File: src/rtl/pulse_conditioner.sv
// Input conditioning ahead of the decade down-counter: synchronizes btn_in/run_in,
// debounces the button into single-cycle pulses. Define AUTOREPEAT_EN for hold-to-repeat pulses.
module pulse_conditioner #(
  parameter int DEBOUNCE_CYCLES = 4,
  parameter int REPEAT_CYCLES   = 8
) (
  input  logic clk,
  input  logic clear,
  input  logic btn_in,
  input  logic run_in,
  output logic pulse_out,
  output logic en_out,
  output logic pressed
);

  if (DEBOUNCE_CYCLES < 2 || DEBOUNCE_CYCLES > 255) begin : g_bad_debounce
    $error("DEBOUNCE_CYCLES must be in 2..255");
  end
  if (REPEAT_CYCLES < 2 || REPEAT_CYCLES > 255) begin : g_bad_repeat
    $error("REPEAT_CYCLES must be in 2..255");
  end

  typedef enum logic [1:0] {
    IDLE         = 2'd0,
    CONFIRM_HIGH = 2'd1,
    HELD         = 2'd2,
    CONFIRM_LOW  = 2'd3
  } state_t;

  localparam logic [7:0] DEB_LAST = 8'(DEBOUNCE_CYCLES - 1);

  state_t     state, state_nxt;
  logic       btn_s1, btn_s2, run_s1;
  logic [7:0] cnt, cnt_nxt;
  logic       pulse_nxt, pressed_nxt;

  // en_out is the second synchronizer flop of run_in itself.
  always_ff @(posedge clk or posedge clear) begin
    if (clear) begin
      btn_s1 <= 1'b0;
      btn_s2 <= 1'b0;
      run_s1 <= 1'b0;
      en_out <= 1'b0;
    end else begin
      btn_s1 <= btn_in;
      btn_s2 <= btn_s1;
      run_s1 <= run_in;
      en_out <= run_s1;
    end
  end

  always_ff @(posedge clk or posedge clear) begin
    if (clear) begin
      state     <= IDLE;
      cnt       <= 8'd0;
      pulse_out <= 1'b0;
      pressed   <= 1'b0;
    end else begin
      state     <= state_nxt;
      cnt       <= cnt_nxt;
      pulse_out <= pulse_nxt;
      pressed   <= pressed_nxt;
    end
  end

`ifdef AUTOREPEAT_EN
  localparam logic [7:0] REP_LAST = 8'(REPEAT_CYCLES - 1);
  logic [7:0] rep, rep_nxt;
  logic       rep_fire;

  always_ff @(posedge clk or posedge clear) begin
    if (clear) rep <= 8'd0;
    else       rep <= rep_nxt;
  end

  // The period only runs while the FSM stays in HELD; any exit or re-entry restarts it.
  always_comb begin
    rep_nxt  = 8'd0;
    rep_fire = 1'b0;
    if (state == HELD && state_nxt == HELD) begin
      if (rep == REP_LAST) rep_fire = 1'b1;
      else                 rep_nxt  = rep + 8'd1;
    end
  end
`else
  logic rep_fire;
  assign rep_fire = 1'b0;
`endif

  // Within a CONFIRM state the btn_s2 abort/return branch is tested before the terminal count.
  always_comb begin
    state_nxt = state;
    cnt_nxt   = cnt;
    pulse_nxt = 1'b0;
    case (state)
      IDLE: begin
        if (btn_s2) begin
          state_nxt = CONFIRM_HIGH;
          cnt_nxt   = 8'd0;
        end
      end
      CONFIRM_HIGH: begin
        if (!btn_s2) begin
          state_nxt = IDLE;
          cnt_nxt   = 8'd0;
        end else if (cnt == DEB_LAST) begin
          state_nxt = HELD;
          cnt_nxt   = 8'd0;
          pulse_nxt = 1'b1;
        end else begin
          cnt_nxt = cnt + 8'd1;
        end
      end
      HELD: begin
        if (!btn_s2) begin
          state_nxt = CONFIRM_LOW;
          cnt_nxt   = 8'd0;
        end
      end
      CONFIRM_LOW: begin
        if (btn_s2) begin
          state_nxt = HELD;
          cnt_nxt   = 8'd0;
        end else if (cnt == DEB_LAST) begin
          state_nxt = IDLE;
          cnt_nxt   = 8'd0;
        end else begin
          cnt_nxt = cnt + 8'd1;
        end
      end
      default: begin
        state_nxt = IDLE;
        cnt_nxt   = 8'd0;
      end
    endcase
    if (rep_fire) pulse_nxt = 1'b1;
    pressed_nxt = (state_nxt == HELD) || (state_nxt == CONFIRM_LOW);
  end

endmodule

File: config.mk
export PLATFORM = sky130hd
export DESIGN_NAME = pulse_conditioner
export DESIGN_NICKNAME = d
export VERILOG_FILES = /design/src/rtl/pulse_conditioner.sv
export SDC_FILE = /design/constraint.sdc
export NUM_CORES = 1
export LEC_CHECK = 0
export CAP_MARGIN = 20
export CORE_MARGIN = 1
export CORE_UTILIZATION = 51
export CTS_BUF_LIST = sky130_fd_sc_hd__clkbuf_4
export DETAILED_ROUTE_END_ITERATION = 8
export PLACE_DENSITY_LB_ADDON = 0.12
export RECOVER_POWER = 50
export SYNTH_ARGS = -nofsm -noshare
export SYNTH_HDL_FRONTEND = slang
export SYNTH_SLANG_ARGS = --single-unit
File: constraint.sdc
create_clock -name clk -period 1.48 [get_ports clk]
set_input_delay 0.148 -clock clk [delete_from_list [all_inputs] [get_ports clk]]
set_output_delay 0.148 -clock clk [all_outputs]
set_load 0.005 [all_outputs]
Yosys cells after proc, flatten, opt, wreduce, memory -nomap -nowiden
Index checks and enable logic that the tools add are counted.
{"block": "word_totals", "inputBits": 4, "wordCells": 36, "out_inout_bits": 3, "register_bits": 16}
{"block": "op_classes", "mux": 16, "eq_ne": 8, "n_reduce_logical": 3, "add_sub_neg": 1}
{"cell": "$mux 8", "count": 5}
{"cell": "$pmux 8 s4", "count": 1}
{"cell": "$mux 2", "count": 6}
{"cell": "$add 8x1->8 const B", "count": 1}
{"cell": "$eq 2x2->1 const B", "count": 4}
{"cell": "$eq 8x2->1 const B", "count": 1}
{"cell": "$pmux 2 s4", "count": 1}
{"cell": "$ne 2x2->1 const B", "count": 2}
{"cell": "$mux 1", "count": 3}
{"cell": "$eq 2x1->1 const B", "count": 1}
{"cell": "$logic_not 2->1", "count": 1}
{"cell": "$reduce_and 2->1", "count": 1}
{"cell": "$logic_or 1x1->1", "count": 1}

Logic depth before layout (Yosys ltp)
{"block": "logic_depth", "ltp_word": 6, "ltp_mapped": 5, "mapped_depth_nobuf": 5}

Worst setup path before layout
OpenSTA, ideal clock, no wires.
{"block": "synth_timing", "kind": "reg2reg", "from": "reg cnt[7]", "to": "reg pressed", "period_less_slack_ps": 1449, "setup_ps": 125, "arrival_ps": 1324, "t_required_ps": 1355, "path_stages_with_launch": 5, "n_path_buf": 0, "setup_slack_ps": 31, "cell_sequence": "dfrtp_1 > nor3_2 > nand4_4 > or2_4 > mux2_4"}
{"block": "synth_between", "elab_chain_cells": 6, "elab_cells_between_ends": 9, "cone_classes": "eq/ne (3); mux (5); reduce/logical (1)"}
{"element": "from (decl)", "line_no": "34", "rtl": "logic [7:0] cnt, cnt_nxt;"}
{"element": "from (signal assigned)", "line_no": "60", "rtl": "cnt <= cnt_nxt;"}
{"element": "$eq 8x2->1 *", "line_no": "106, 124"}
{"element": "$mux 2, on equally long branches", "line_no": "124, 106"}
{"element": "$mux 2, on equally long branches", "line_no": "121, 103"}
{"element": "$pmux 2 s4 *", "line_no": "95", "rtl": "case (state)"}
{"element": "$eq 2x2->1", "line_no": "137", "rtl": "pressed_nxt = (state_nxt == HELD) || (state_nxt == CONFIRM_LOW);"}
{"element": "$logic_or 1x1->1 *", "line_no": "137"}
{"element": "via pressed_nxt", "line_no": "35", "rtl": "logic pulse_nxt, pressed_nxt;"}
{"element": "to (signal assigned)", "line_no": "62", "rtl": "pressed <= pressed_nxt;"}
{"element": "to (decl)", "line_no": "13", "rtl": "output logic pressed"}
The timed path passes the listed nets; every way through them passes the cells marked *.
A chain may end at the register's enable or synchronous reset.

Final worst setup path
{"block": "layout_timing", "from": "reg cnt[0]", "to": "reg cnt[5]"}
{"block": "layout_between", "elab_chain_cells": 4, "elab_cells_between_ends": 6, "cone_classes": "add/sub (1); eq/ne (1); mux (4)"}
{"element": "$add 8x1->8 or $eq 8x2->1 (tied branches)"}
{"element": "$mux 8 *", "line_no": "106, 124"}
{"element": "$mux 8, on equally long branches", "line_no": "121, 103"}
{"element": "$pmux 8 s4 *", "line_no": "95"}
Every way passes the cells marked *; elsewhere a longest branch is shown, timed or not.

==> impl_summary.txt <==
----------------------------------------------------
[Route]
  Vias post-DR ... 544
  Final wirelength ... 1372 um
  Number of nets with antenna violations after detailed routing ... 0
  Post-detailed-route wirelength per cell ... 14.29 um
  TritonRoute pass-1 iters ... 4
  Via count normalized by instance count ... 5.667
  Initial DRC count ... 14
  Count of unresolved DRC violations after routing ... 0

[Synth]
  Synth Net Count ... 65
  Area of the mapped netlist ... 706.9 um2
  Synth Instances ... 60
  Share of the yosys chip area belonging to registers ... 53.10%
  Number of distinct library cells after synthesis ... 31
  Post-synthesis sequential element count ... 15
  Warning count from the yosys run ... 0
  Post-Syn Area per Cell ... 11.78 um2

[Global route]
  Initial antenna violation count ... 0
  Global-route usage over all layers ... 21.92%
  Vias in the first global route ... 487
  GR Overflow Total ... 0
  Pin count of the biggest net entering global routing ... 16
  First-pass GRT wire length ... 2145 um

[STA]
  Worst setup skew after layout ... 0.008407 ns
  Max Slew Vio Count ... 0
  Number of failing setup endpoints in the final timing report ... 0
  Crit share post-route ... 95.95%
  Post-route setup slack ... 0.05998 ns
  Summed negative setup slack over all endpoints ... 0 ns
  Final Hold Violating Endpoints ... 0
  Setup repair after global routing missed its margin ... false
  Maximum achievable frequency ... 704.2 MHz
  Worst slew slack as a fraction of its limit ... 62.67%
  Shortest period the worst path allows ... 1.420 ns
  Slew at the pin with the worst max-slew slack ... 0.5594 ns

[Critical path]
  Crit Path Class ... flop to flop
  Data required time at the worst endpoint ... 1.68 ns
  CP Max Fanout ... 5
  Startpoint types ... flop
  Kind of capture point of the worst setup path ... flop
  Crit path arrival time ... 1.62 ns
  Depth of the most critical reg-to-reg path ... 5

[Floorplan]
  Die extent in y ... 39.23 um
  Core region area ... 1301 um2
  Die area ... 1539 um2
  Num rows ... 13
  I/O Pins ... 7
  Chip Width ... 39.23 um
  Initial standard-cell utilization of the core ... 54.33%

[Clock tree]
  CTS buffer count ... 3
  Clock tree from TritonCTS ... built
  Root buffer selected by CTS ... sky130_fd_sc_hd__clkbuf_4
  Clock tree sinks ... 15
  Worst-skew pair later-pin latency ... 0.28 ns
  Level count of the clock H-tree ... 1
  Register clock-pin slew on the reported worst setup and hold paths ... 0.09 ns
  Buffer depth of the longest clock path ... 2
  Hold Buf Count CTS ... 0

[Status]
  Result of the run ... complete, no violations

[Final layout]
  # nets final ... 87
  Area taken by multi-input logic gates ... 334.1 um2
  Growth of design area from synthesis to finish ... 30.09%
  Total of fill cells in the finished design ... 102
  Share of final-layout standard cells stronger than drive strength 1 ... 33.33%
  N_diodes ... 0
  Seq. cell area ... 375.4 um2

[Place]
  Placer Congestion ... 0.8975
  Worst Setup Slack post-DPL ... 0.02666 ns
  Number of port buffers ... 6
  Post-detail-place hpwl ... 969.4 um

[Power and ir drop]
  Power density over cell area ... 1236 nW/um2
  P_leak ... 0.4296 nW
  Peak ir drop on the vdd network ... 0.0008825 V

[Run]
  Number of max-cap violations ... 0

[Min path]
  Worst hold path type ... input port to async pin

----------------------------------------------------
==> cell type report <==
type                            instances  area share (%)
Multi-Input combinational cell         41           36.33
Tap cell                               15           2.041
Clock inverter                          1          0.5442
Timing Repair Buffer                   18           16.60
Sequential cell                        15           40.82
Clock buffer                            3           2.449
Inverter                                3           1.224
==> where the power goes <==
group	total (mW)	switching (mW)	internal [mW]
logic	0.400	0.189	0.211
clock network	0.231	0.131	0.100
registers	0.506	0.0485	0.457
==> critical path, stage by stage, from the launching register on <==
cell and delay [ns]:
sky130_fd_sc_hd__dfrtp_1 0.42, sky130_fd_sc_hd__buf_4 0.15, sky130_fd_sc_hd__and3_1 0.23, sky130_fd_sc_hd__and3_2 0.23
sky130_fd_sc_hd__nand3b_1 0.15, sky130_fd_sc_hd__a31oi_1 0.16
==> Yosys cell counts <==
| cell | instances | area, um2 |
|---|---|---|
| sky130_fd_sc_hd__inv_1 | 3 | 11.26 |
| sky130_fd_sc_hd__nand3_1 | 2 | 10.01 |
| sky130_fd_sc_hd__dfrtp_1 | 15 | 375.4 |
| sky130_fd_sc_hd__nand2_2 | 1 | 6.260 |
| sky130_fd_sc_hd__mux2_2 | 1 | 11.26 |
| sky130_fd_sc_hd__o31ai_1 | 1 | 7.510 |
| sky130_fd_sc_hd__a21boi_0 | 1 | 7.510 |
| sky130_fd_sc_hd__o21ai_1 | 2 | 10.01 |
| sky130_fd_sc_hd__nand4_4 | 1 | 21.27 |
| sky130_fd_sc_hd__a32oi_1 | 1 | 8.760 |
| sky130_fd_sc_hd__and3_2 | 1 | 7.510 |
| sky130_fd_sc_hd__a21oi_1 | 2 | 10.01 |
| sky130_fd_sc_hd__a31oi_1 | 4 | 25.02 |
| sky130_fd_sc_hd__nor3_2 | 1 | 10.01 |
| sky130_fd_sc_hd__and4_2 | 1 | 10.01 |
| sky130_fd_sc_hd__ha_1 | 1 | 12.51 |
| sky130_fd_sc_hd__nor2_1 | 2 | 7.510 |
| sky130_fd_sc_hd__or2_4 | 1 | 8.760 |
| sky130_fd_sc_hd__nand2b_1 | 2 | 12.51 |
| sky130_fd_sc_hd__and2_1 | 2 | 12.51 |
| sky130_fd_sc_hd__nor3b_1 | 1 | 7.510 |
| sky130_fd_sc_hd__o22ai_1 | 1 | 6.260 |
| sky130_fd_sc_hd__buf_6 | 1 | 11.26 |
| sky130_fd_sc_hd__mux2_4 | 1 | 15.01 |
| sky130_fd_sc_hd__nand2_1 | 2 | 7.510 |
| sky130_fd_sc_hd__nand3b_1 | 3 | 22.52 |
| sky130_fd_sc_hd__a22o_1 | 1 | 8.760 |
| sky130_fd_sc_hd__o2bb2ai_1 | 1 | 8.760 |
| sky130_fd_sc_hd__o21ai_0 | 1 | 5.000 |
| sky130_fd_sc_hd__xor2_2 | 1 | 16.27 |
| sky130_fd_sc_hd__and3_1 | 2 | 12.51 |
==> per-stage QoR <==
stage | utilization, % | hold slack, ns | power [mW] | instance area [um2] | std cells
finish | 70.67 | 0.3389 | 1.137 | 919.6 | 96
global route | 70.67 | 0.3734 | 1.214 | 919.6 | 96
CTS | 67.98 | 0.2230 | 1.128 | 884.6 | 95
detailed placement | 65.87 | 0.3372 | 0.8940 | 857.1 | 91
global placement | 65.87 | 0.3329 | 0.8830 | 857.1 | 91
floorplan | - | 0.04948 | 0.7205 | 706.9 | 60
==> repair_timing <==
item / in CTS / in global routing
gates resized for setup: 0 / 5
buffers inserted: 0 / 1
setup endpoints to repair: 0 / 5
==> metal layers <==
| metal | global-route usage (%) | vias up | part of all wire [%] |
|---|---|---|---|
| met5 | 0 | - | 0 |
| met3 | 5.202 | 2 | 3.0 |
| li1 | - | 260 | - |
| met4 | 10.34 | 0 | 0.36 |
| met1 | 30.88 | 271 | 47 |
| met2 | 31.25 | 11 | 50 |
==> path summary, 6_finish.rpt <==
path / slack (ns) / from / end
hold reg to reg: 0.36 / run_s1 / en_out
setup / recovery: 0.06 / cnt[0] / cnt[5]
setup reg to reg: 0.06 / cnt[0] / cnt[5]
min in group clk: 0.36 / run_s1 / en_out
max in group asynchronous: 0.77 / clear / cnt[4]
hold / removal: 0.34 / clear / run_s1
==> state kept, by name (all words and copies together) (netlist names) <==
signal,count
run_s1,1
pulse_out,1
en_out,1
btn_s2,1
btn_s1,1
state,1
pressed,1
cnt,8
==> cells in the final DEF, fill, tap and decap left out, drive strengths merged <==
| cell type | netlist | layout |
|---|---|---|
| o22ai | 1 | 1 |
| dlygate4sd3 | 0 | 3 |
| and3 | 3 | 3 |
| a21boi | 1 | 1 |
| buf | 1 | 12 |
| nor3b | 1 | 1 |
| clkbuf | 0 | 3 |
| nand2 | 3 | 3 |
| nand4 | 1 | 1 |
| or2 | 1 | 1 |
| and4 | 1 | 1 |
| a31oi | 4 | 4 |
| nor3 | 1 | 1 |
| dfrtp | 15 | 15 |
| mux2 | 2 | 2 |
| a22o | 1 | 1 |
| nor2 | 2 | 2 |
| nand3b | 3 | 3 |
| nand3 | 2 | 2 |
| o21ai | 3 | 3 |
| a32oi | 1 | 1 |
| o2bb2ai | 1 | 1 |
| a21oi | 2 | 2 |
| inv | 3 | 3 |
| dlymetal6s2s | 0 | 1 |
| o31ai | 1 | 1 |
| nand2b | 2 | 2 |
| xor2 | 1 | 1 |
| ha | 1 | 1 |
| clkinv | 0 | 1 |
| and2 | 2 | 2 |
| clkdlybuf4s50 | 0 | 2 |
==> cells by family (layout without fill, tap and decap cells) <==
group                    Yosys count  count (layout)  synth area share [%]
AO/OA/AOI/OAI                     15              15                 13.81
AND/OR/NAND/NOR                   22              22                 22.13
XOR/XNOR                           1               1                 2.302
adder cells (fa/ha/maj)            1               1                 1.770
buffers and inverters              4              25                 3.186
multiplexers                       2               2                 3.716
flip-flops                        15              15                 53.10
(Power assumes the default switching activity.)
